### src/rtl/hazard_ctrl.sv
// hazard_ctrl: ID-stage sequencing controller for the 5-stage RV32I core.
// A shadow scoreboard tracks the destination registers in EX/MEM/WB. From it
// the block derives the ID forward selects, the load-use and ALU-use stalls,
// the IF/ID flush for taken jumps, the ebreak drain/halt state machine and
// the performance counters.
module hazard_ctrl #(
    parameter int CNT_W  = 32,
    parameter int REG_AW = 5
) (
    input  logic              clk,
    input  logic              rst,
    input  logic              id_valid,
    input  logic [REG_AW-1:0] id_rs0,
    input  logic [REG_AW-1:0] id_rs1,
    input  logic              id_use_rs0,
    input  logic              id_use_rs1,
    input  logic [REG_AW-1:0] id_rd,
    input  logic              id_reg_write,
    input  logic              id_mem_to_reg,
    input  logic              id_jump,
    input  logic              id_ebreak,
    input  logic              resume,
    output logic              forward_sel0,
    output logic              forward_sel1,
    output logic              forward_src0,
    output logic              forward_src1,
    output logic              pc_stall,
    output logic              ifid_stall,
    output logic              ifid_flush,
    output logic              idex_bubble,
    output logic              halted,
    output logic [CNT_W-1:0]  cycle_cnt,
    output logic [CNT_W-1:0]  stall_cnt,
    output logic [CNT_W-1:0]  flush_cnt
);

    typedef enum logic [1:0] {
        ST_RUN    = 2'd0,
        ST_DRAIN  = 2'd1,
        ST_HALTED = 2'd2
    } state_t;

    localparam logic [CNT_W-1:0] CNT_ONE = {{(CNT_W-1){1'b0}}, 1'b1};

    state_t r_state;
    state_t w_state_nxt;

    // Scoreboard: _p0 = EX, _p1 = MEM, _p2 = WB.
    logic              r_vld_p0;
    logic              r_vld_p1;
    logic              r_vld_p2;
    logic [REG_AW-1:0] r_rd_p0;
    logic [REG_AW-1:0] r_rd_p1;
    logic [REG_AW-1:0] r_rd_p2;
    logic              r_wr_p0;
    logic              r_wr_p1;
    logic              r_wr_p2;
    // The load flag only matters in EX (to shift it on) and MEM (load-use
    // stall); a load that reached WB is forwarded from WB_din like any result.
    logic              r_m2r_p0;
    logic              r_m2r_p1;

    logic [CNT_W-1:0]  r_cycle_cnt;
    logic [CNT_W-1:0]  r_stall_cnt;
    logic [CNT_W-1:0]  r_flush_cnt;

    logic              w_prod_p0;
    logic              w_prod_p1;
    logic              w_prod_p2;
    logic              w_need0;
    logic              w_need1;
    logic [2:0]        w_res0;
    logic [2:0]        w_res1;
    logic              w_hazard;
    logic              w_data_stall;
    logic              w_pc_stall;
    logic              w_ifid_stall;
    logic              w_ifid_flush;
    logic              w_idex_bubble;
    logic              w_halted;

    // An entry only produces a value if it is real, writes, and is not x0.
    function automatic logic f_producer(
        input logic              vld,
        input logic              wr,
        input logic [REG_AW-1:0] rd
    );
        return vld && wr && (rd != '0);
    endfunction

    // Resolve one source against the matching producers, youngest first.
    // Returns {stall, forward_sel, forward_src}.
    function automatic logic [2:0] f_resolve(
        input logic need,
        input logic m_ex,
        input logic m_mem,
        input logic mem_is_load,
        input logic m_wb
    );
        logic [2:0] res;
        res = 3'b000;
        if (need) begin
            if (m_ex) begin
                res = 3'b100;          // result not ready until end of EX
            end else if (m_mem && mem_is_load) begin
                res = 3'b100;          // load data not ready until WB
            end else if (m_mem) begin
                res = 3'b010;          // forward MEM ALU result
            end else if (m_wb) begin
                res = 3'b011;          // forward WB_din
            end
        end
        return res;
    endfunction

    assign w_prod_p0 = f_producer(r_vld_p0, r_wr_p0, r_rd_p0);
    assign w_prod_p1 = f_producer(r_vld_p1, r_wr_p1, r_rd_p1);
    assign w_prod_p2 = f_producer(r_vld_p2, r_wr_p2, r_rd_p2);

    assign w_need0 = id_valid && id_use_rs0 && (id_rs0 != '0);
    assign w_need1 = id_valid && id_use_rs1 && (id_rs1 != '0);

    assign w_res0 = f_resolve(w_need0,
                              w_prod_p0 && (r_rd_p0 == id_rs0),
                              w_prod_p1 && (r_rd_p1 == id_rs0),
                              r_m2r_p1,
                              w_prod_p2 && (r_rd_p2 == id_rs0));

    assign w_res1 = f_resolve(w_need1,
                              w_prod_p0 && (r_rd_p0 == id_rs1),
                              w_prod_p1 && (r_rd_p1 == id_rs1),
                              r_m2r_p1,
                              w_prod_p2 && (r_rd_p2 == id_rs1));

    assign w_hazard = w_res0[2] || w_res1[2];

    // Next state and stall/flush/bubble decode for RUN, DRAIN and HALTED.
    always_comb begin
        w_state_nxt   = r_state;
        w_data_stall  = 1'b0;
        w_pc_stall    = 1'b0;
        w_ifid_stall  = 1'b0;
        w_ifid_flush  = 1'b0;
        w_idex_bubble = 1'b0;
        w_halted      = 1'b0;
        case (r_state)
            ST_RUN: begin
                w_data_stall = w_hazard;
                if (w_data_stall) begin
                    // Compare operands are stale, so a jump here is ignored.
                    w_pc_stall    = 1'b1;
                    w_ifid_stall  = 1'b1;
                    w_idex_bubble = 1'b1;
                end else begin
                    w_ifid_flush = id_valid && id_jump;
                    if (id_valid && id_ebreak) begin
                        w_state_nxt = ST_DRAIN;
                    end
                end
            end
            ST_DRAIN: begin
                w_pc_stall    = 1'b1;
                w_ifid_stall  = 1'b1;
                w_idex_bubble = 1'b1;
                // EX receives a bubble and WB is overwritten by MEM on this
                // edge, so the scoreboard is empty on entry to HALTED.
                if (!r_vld_p0 && !r_vld_p1) begin
                    w_state_nxt = ST_HALTED;
                end
            end
            ST_HALTED: begin
                w_pc_stall    = 1'b1;
                w_ifid_stall  = 1'b1;
                w_idex_bubble = 1'b1;
                w_halted      = 1'b1;
                if (resume) begin
                    w_state_nxt = ST_RUN;
                end
            end
            default: begin
                w_state_nxt = ST_RUN;
            end
        endcase
    end

    // State register.
    always_ff @(posedge clk or posedge rst) begin
        if (rst) begin
            r_state <= ST_RUN;
        end else begin
            r_state <= w_state_nxt;
        end
    end

    // Scoreboard valid bits: EX takes the ID instruction unless a bubble is
    // inserted; MEM and WB shift every clock.
    always_ff @(posedge clk or posedge rst) begin
        if (rst) begin
            r_vld_p0 <= 1'b0;
            r_vld_p1 <= 1'b0;
            r_vld_p2 <= 1'b0;
        end else begin
            r_vld_p0 <= id_valid && !w_idex_bubble;
            r_vld_p1 <= r_vld_p0;
            r_vld_p2 <= r_vld_p1;
        end
    end

    // Scoreboard payload; only meaningful where the matching valid bit is set.
    always_ff @(posedge clk) begin
        r_rd_p0  <= id_rd;
        r_wr_p0  <= id_reg_write;
        r_m2r_p0 <= id_mem_to_reg;
        r_rd_p1  <= r_rd_p0;
        r_wr_p1  <= r_wr_p0;
        r_m2r_p1 <= r_m2r_p0;
        r_rd_p2  <= r_rd_p1;
        r_wr_p2  <= r_wr_p1;
    end

    // Performance counters, wrapping modulo 2^CNT_W.
    always_ff @(posedge clk or posedge rst) begin
        if (rst) begin
            r_cycle_cnt <= '0;
            r_stall_cnt <= '0;
            r_flush_cnt <= '0;
        end else begin
            r_cycle_cnt <= r_cycle_cnt + CNT_ONE;
            if (w_data_stall) begin
                r_stall_cnt <= r_stall_cnt + CNT_ONE;
            end
            if (w_ifid_flush) begin
                r_flush_cnt <= r_flush_cnt + CNT_ONE;
            end
        end
    end

    assign forward_sel0 = w_res0[1];
    assign forward_src0 = w_res0[0];
    assign forward_sel1 = w_res1[1];
    assign forward_src1 = w_res1[0];
    assign pc_stall     = w_pc_stall;
    assign ifid_stall   = w_ifid_stall;
    assign ifid_flush   = w_ifid_flush;
    assign idex_bubble  = w_idex_bubble;
    assign halted       = w_halted;
    assign cycle_cnt    = r_cycle_cnt;
    assign stall_cnt    = r_stall_cnt;
    assign flush_cnt    = r_flush_cnt;

endmodule

### config.mk
export PLATFORM = sky130hd
export DESIGN_NAME = hazard_ctrl
export DESIGN_NICKNAME = d
export VERILOG_FILES = /design/src/rtl/hazard_ctrl.sv
export SDC_FILE = /design/constraint.sdc
export NUM_CORES = 1
export LEC_CHECK = 0
export CAP_MARGIN = 20
export CELL_PAD_IN_SITES_DETAIL_PLACEMENT = 2
export CELL_PAD_IN_SITES_GLOBAL_PLACEMENT = 2
export CORE_ASPECT_RATIO = 1.1
export CORE_UTILIZATION = 43
export DETAILED_ROUTE_END_ITERATION = 7
export DONT_BUFFER_PORTS = 1
export PLACE_DENSITY_LB_ADDON = 0.1
export SLEW_MARGIN = 5
export SYNTH_ARGS = -nofsm -noshare
export SYNTH_HDL_FRONTEND = slang
export SYNTH_SLANG_ARGS = --single-unit
### constraint.sdc
create_clock -name clk -period 6.3 [get_ports clk]
set_input_delay 0.945 -clock clk [delete_from_list [all_inputs] [get_ports clk]]
set_output_delay 0.945 -clock clk [all_outputs]
set_load 0.02 [all_outputs]
==> out/qor.txt <==
CTS Hold Buffers Added = 0
Synth top area share = 45.6%
period utilization = 71.2%
DRT Wirelength = 14,000 um
LEAKAGE = 0.00274 uW
CTS Root Cell = clkbuf_16
CP top delay family = simple AND/OR/NAND/NOR gates
CP arrival = 3540 ps
RSZ-0062 raised after global routing = false
CP required = 5350 ps
outcome = complete, no violations
GR Layer Usage met3 = 6.87%
endpoints failing hold = 0
FF-to-FF Start = r_rd_p0[1]$_DFF_P_
internal power = 1440 uW
slowest CP cell = or4_2
M2 GR Usage = 37.3%
r2r endpoint = flush_cnt[1]$_DFFE_PP0P_
Synth top cells by count = 101 x dfrtp_1, 88 x xnor2_1, 40 x nand3_1, 35 x nand4_1, 34 x xor2_1
CP Capture Type = primary output
vias in the first global route = 4,410
Global Route Usage Sum = 22.5%
first-pass GRT wire length = 22,700 um
Power, Total = 1950 uW
Syn Inst Count = 514
asr flop ratio synth = 83.5%
Clock Power Share = 45.4%
total core area = 12,600 um2
routed len/inst = 20.5 um
Switching Fraction = 26.2%
maximum clock frequency = 223 MHz
Top FF cell, synth = dfrtp_1
cell taking the most area after synthesis = dfrtp_1
largest net degree at the start of global routing = 58
PortBufs = 0
clock slew at reported path FFs = 50 ps
nets = 548
Ports = 130
fraction of the yosys area taken by sequential cells = 52.8%
synthesis-to-layout area growth = 12.0%
Resize count post-CTS = 0
most frequent cell after synthesis = dfrtp_1
Rel. slew slack = 26.7%
Critical Path Stages = 6
worst slack, placed = 1870 ps
starting density of the core = 44.0%
die area = 13,400 um2
Area contributors post-synth = dfrtp_1 46%, xnor2_1 14%, dfxtp_1 7.2%
worst r2r path cells = 6
startpoint types = primary input
# rows = 43
GRT busiest layer = met2
worst path cell trace = or4_1 -> o211ai_1 -> nor3_1 -> or4_2 -> a21oi_1 -> nor2_1
TritonCTS Buffers = 17
clk sink count = 121
initial antenna violation count = 0
First-pass DRT Iterations = 4
Comb pwr share = 9.7%
Antenna diodes = 0
die extent in y = 121 um
layout cell share with drive strength beyond 1 = 6.63%
maxcap violations = 0
Critical Path End = idex_bubble
Final setup viols = 0
synthesized net count = 547
number of setup buffers added after CTS = 0
delay of the slowest critical-path stage = 1050 ps
Iter 0 DRT Violations = 129
Slew Limit Fails = 0
synthesized cell area = 5550 um2
GPL Wtd Cong = 0.852
reg-to-reg slack, setup = 2840 ps
Finished Core Util = 49.3%
Period minus WS final = 4490 ps
drt drc = 0
setup TNS = 0 ps
launch point of the worst path = id_rs0[1]
kind of critical path = in2out
Final WS setup = 1810 ps
Clock Latency Late Sink = 410 ps
Worst Hold Class = reg2reg
Worst Skew = 8.67 ps
H-Tree Depth = 4
measured slew at the worst slew-check pin = 1100 ps
Psw = 511 uW
grt ovf = 0
EDFF count, synth = 0
Vias = 3,939
CTS tree = done
dpl hpwl = 9920 um
#FFs+latches synth = 121
die width = 110 um
drt via density = 5.75
worst-path maximum fanout = 33
Yosys warning count = 0
Synth cell types = 35
Cell Pwr Density = 314 nW/um2
Mapped Avg Cell Area = 10.8 um2
DRT antenna net count = 0
Clock Tree Buf Depth = 2
Crit path buffers/inverters = 0
sequential power share = 44.9%
met1 GRT Util = 26.3%
VDD IR max = 0.154 mV
-- through the flow --
stage / cells / hold slack (ps) / instance area [um2]
2_1_floorplan: 514 / 310 / 5550
3_3_place_gp: 653 / 314 / 5670
3_5_place_dp: 653 / 317 / 5670
4_1_cts: 685 / 330 / 6210
5_1_grt: 685 / 330 / 6210
6_report: 685 / 326 / 6210
-- cell type report --
cell class / instances / area (um2)
tap: 157 / 196
multi-input combinational: 358 / 2470
inverter: 15 / 58.8
sequential: 121 / 2930
clock inverter: 2 / 10.0
fill: 1287 / 6380
timing repair buffer: 2 / 15.0
clock buffer: 30 / 534
-- layer usage --
layer	vias up	routed length [um]
met3	24	822
met4	0	321
li1	1791	-
met2	102	6990
met5	-	0
met1	2022	5880
-- cell families (layout without fill, tap and decap cells) --
logic type               count (synthesis)  count (layout)  share of synthesized area (%)
XOR/XNOR                               122             122                           19.3
flip-flops                             121             121                           52.8
AND/OR/NAND/NOR                        206             206                           20.5
multiplexers                             3               3                          0.609
AO/OA/AOI/OAI                           19              19                           2.28
adder cells (fa/ha/maj)                  8               8                           1.81
buffers and inverters                   35              49                           2.71
-- power by group through the flow --
stage | Combinational, uW | Clock, uW | Sequential, uW
floorplan | 170 | 0 | 874
finish | 190 | 885 | 877
global route | 214 | 938 | 883
global placement | 185 | 0 | 889
detailed placement | 192 | 0 | 892
CTS | 194 | 911 | 878
-- worst register-to-register path, cell delays in order (launching register included) --
cell and delay (ps):
dfxtp_1 350, or4_1 560, o211ai_1 310, nor3_1 100, or4_2 1050, nor2b_1 590, mux2_2 400
-- worst min path at each step --
| stage | to | cells after the start | start |
|---|---|---|---|
| after global routing | r_m2r_p1$_DFF_P_ | 0 | r_m2r_p0$_DFF_P_ |
| final | r_m2r_p1$_DFF_P_ | 0 | r_m2r_p0$_DFF_P_ |
| after CTS | r_m2r_p1$_DFF_P_ | 0 | r_m2r_p0$_DFF_P_ |
| after floorplan | r_m2r_p1$_DFF_P_ | 0 | r_m2r_p0$_DFF_P_ |
| after detailed placement | r_m2r_p1$_DFF_P_ | 0 | r_m2r_p0$_DFF_P_ |
| after global placement | r_m2r_p1$_DFF_P_ | 0 | r_m2r_p0$_DFF_P_ |
-- registers in the layout, indices dropped and copies added (netlist names), 2 cells and up --
signal	count
cycle_cnt	32
flush_cnt	32
stall_cnt	32
r_rd_p0	5
r_rd_p1	5
r_rd_p2	5
r_state	2
-- layout by cell type (no fill, tap or decap) --
cell type / Yosys / layout
nor4_1: 11 / 11
nand2_1: 28 / 28
nand2b_1: 1 / 1
xnor2_1: 88 / 88
nor2_1: 16 / 16
a21oi_1: 4 / 4
o21a_1: 2 / 2
nand3_1: 40 / 40
nor4_2: 1 / 1
dfxtp_1: 20 / 20
inv_4: 0 / 1
o21ai_0: 4 / 4
mux2_2: 3 / 3
and2_1: 5 / 5
clkbuf_8: 0 / 6
or3_1: 3 / 3
nor4b_1: 1 / 1
o21bai_1: 2 / 2
clkinv_2: 0 / 2
nand4_1: 35 / 35
clkbuf_16: 0 / 17
or2_2: 2 / 2
ha_1: 8 / 8
or4_1: 6 / 5
nor3_1: 24 / 24
dfrtp_1: 101 / 101
clkbuf_1: 14 / 7
inv_1: 15 / 14
and3_1: 21 / 21
o2111ai_1: 1 / 1
buf_4: 3 / 2
nand3b_1: 1 / 1
or4_2: 0 / 1
o211ai_1: 5 / 5
and4_1: 9 / 9
o311a_1: 1 / 1
xor2_1: 34 / 34
nor2b_1: 2 / 2
Power figures use the tool's default switching activity.
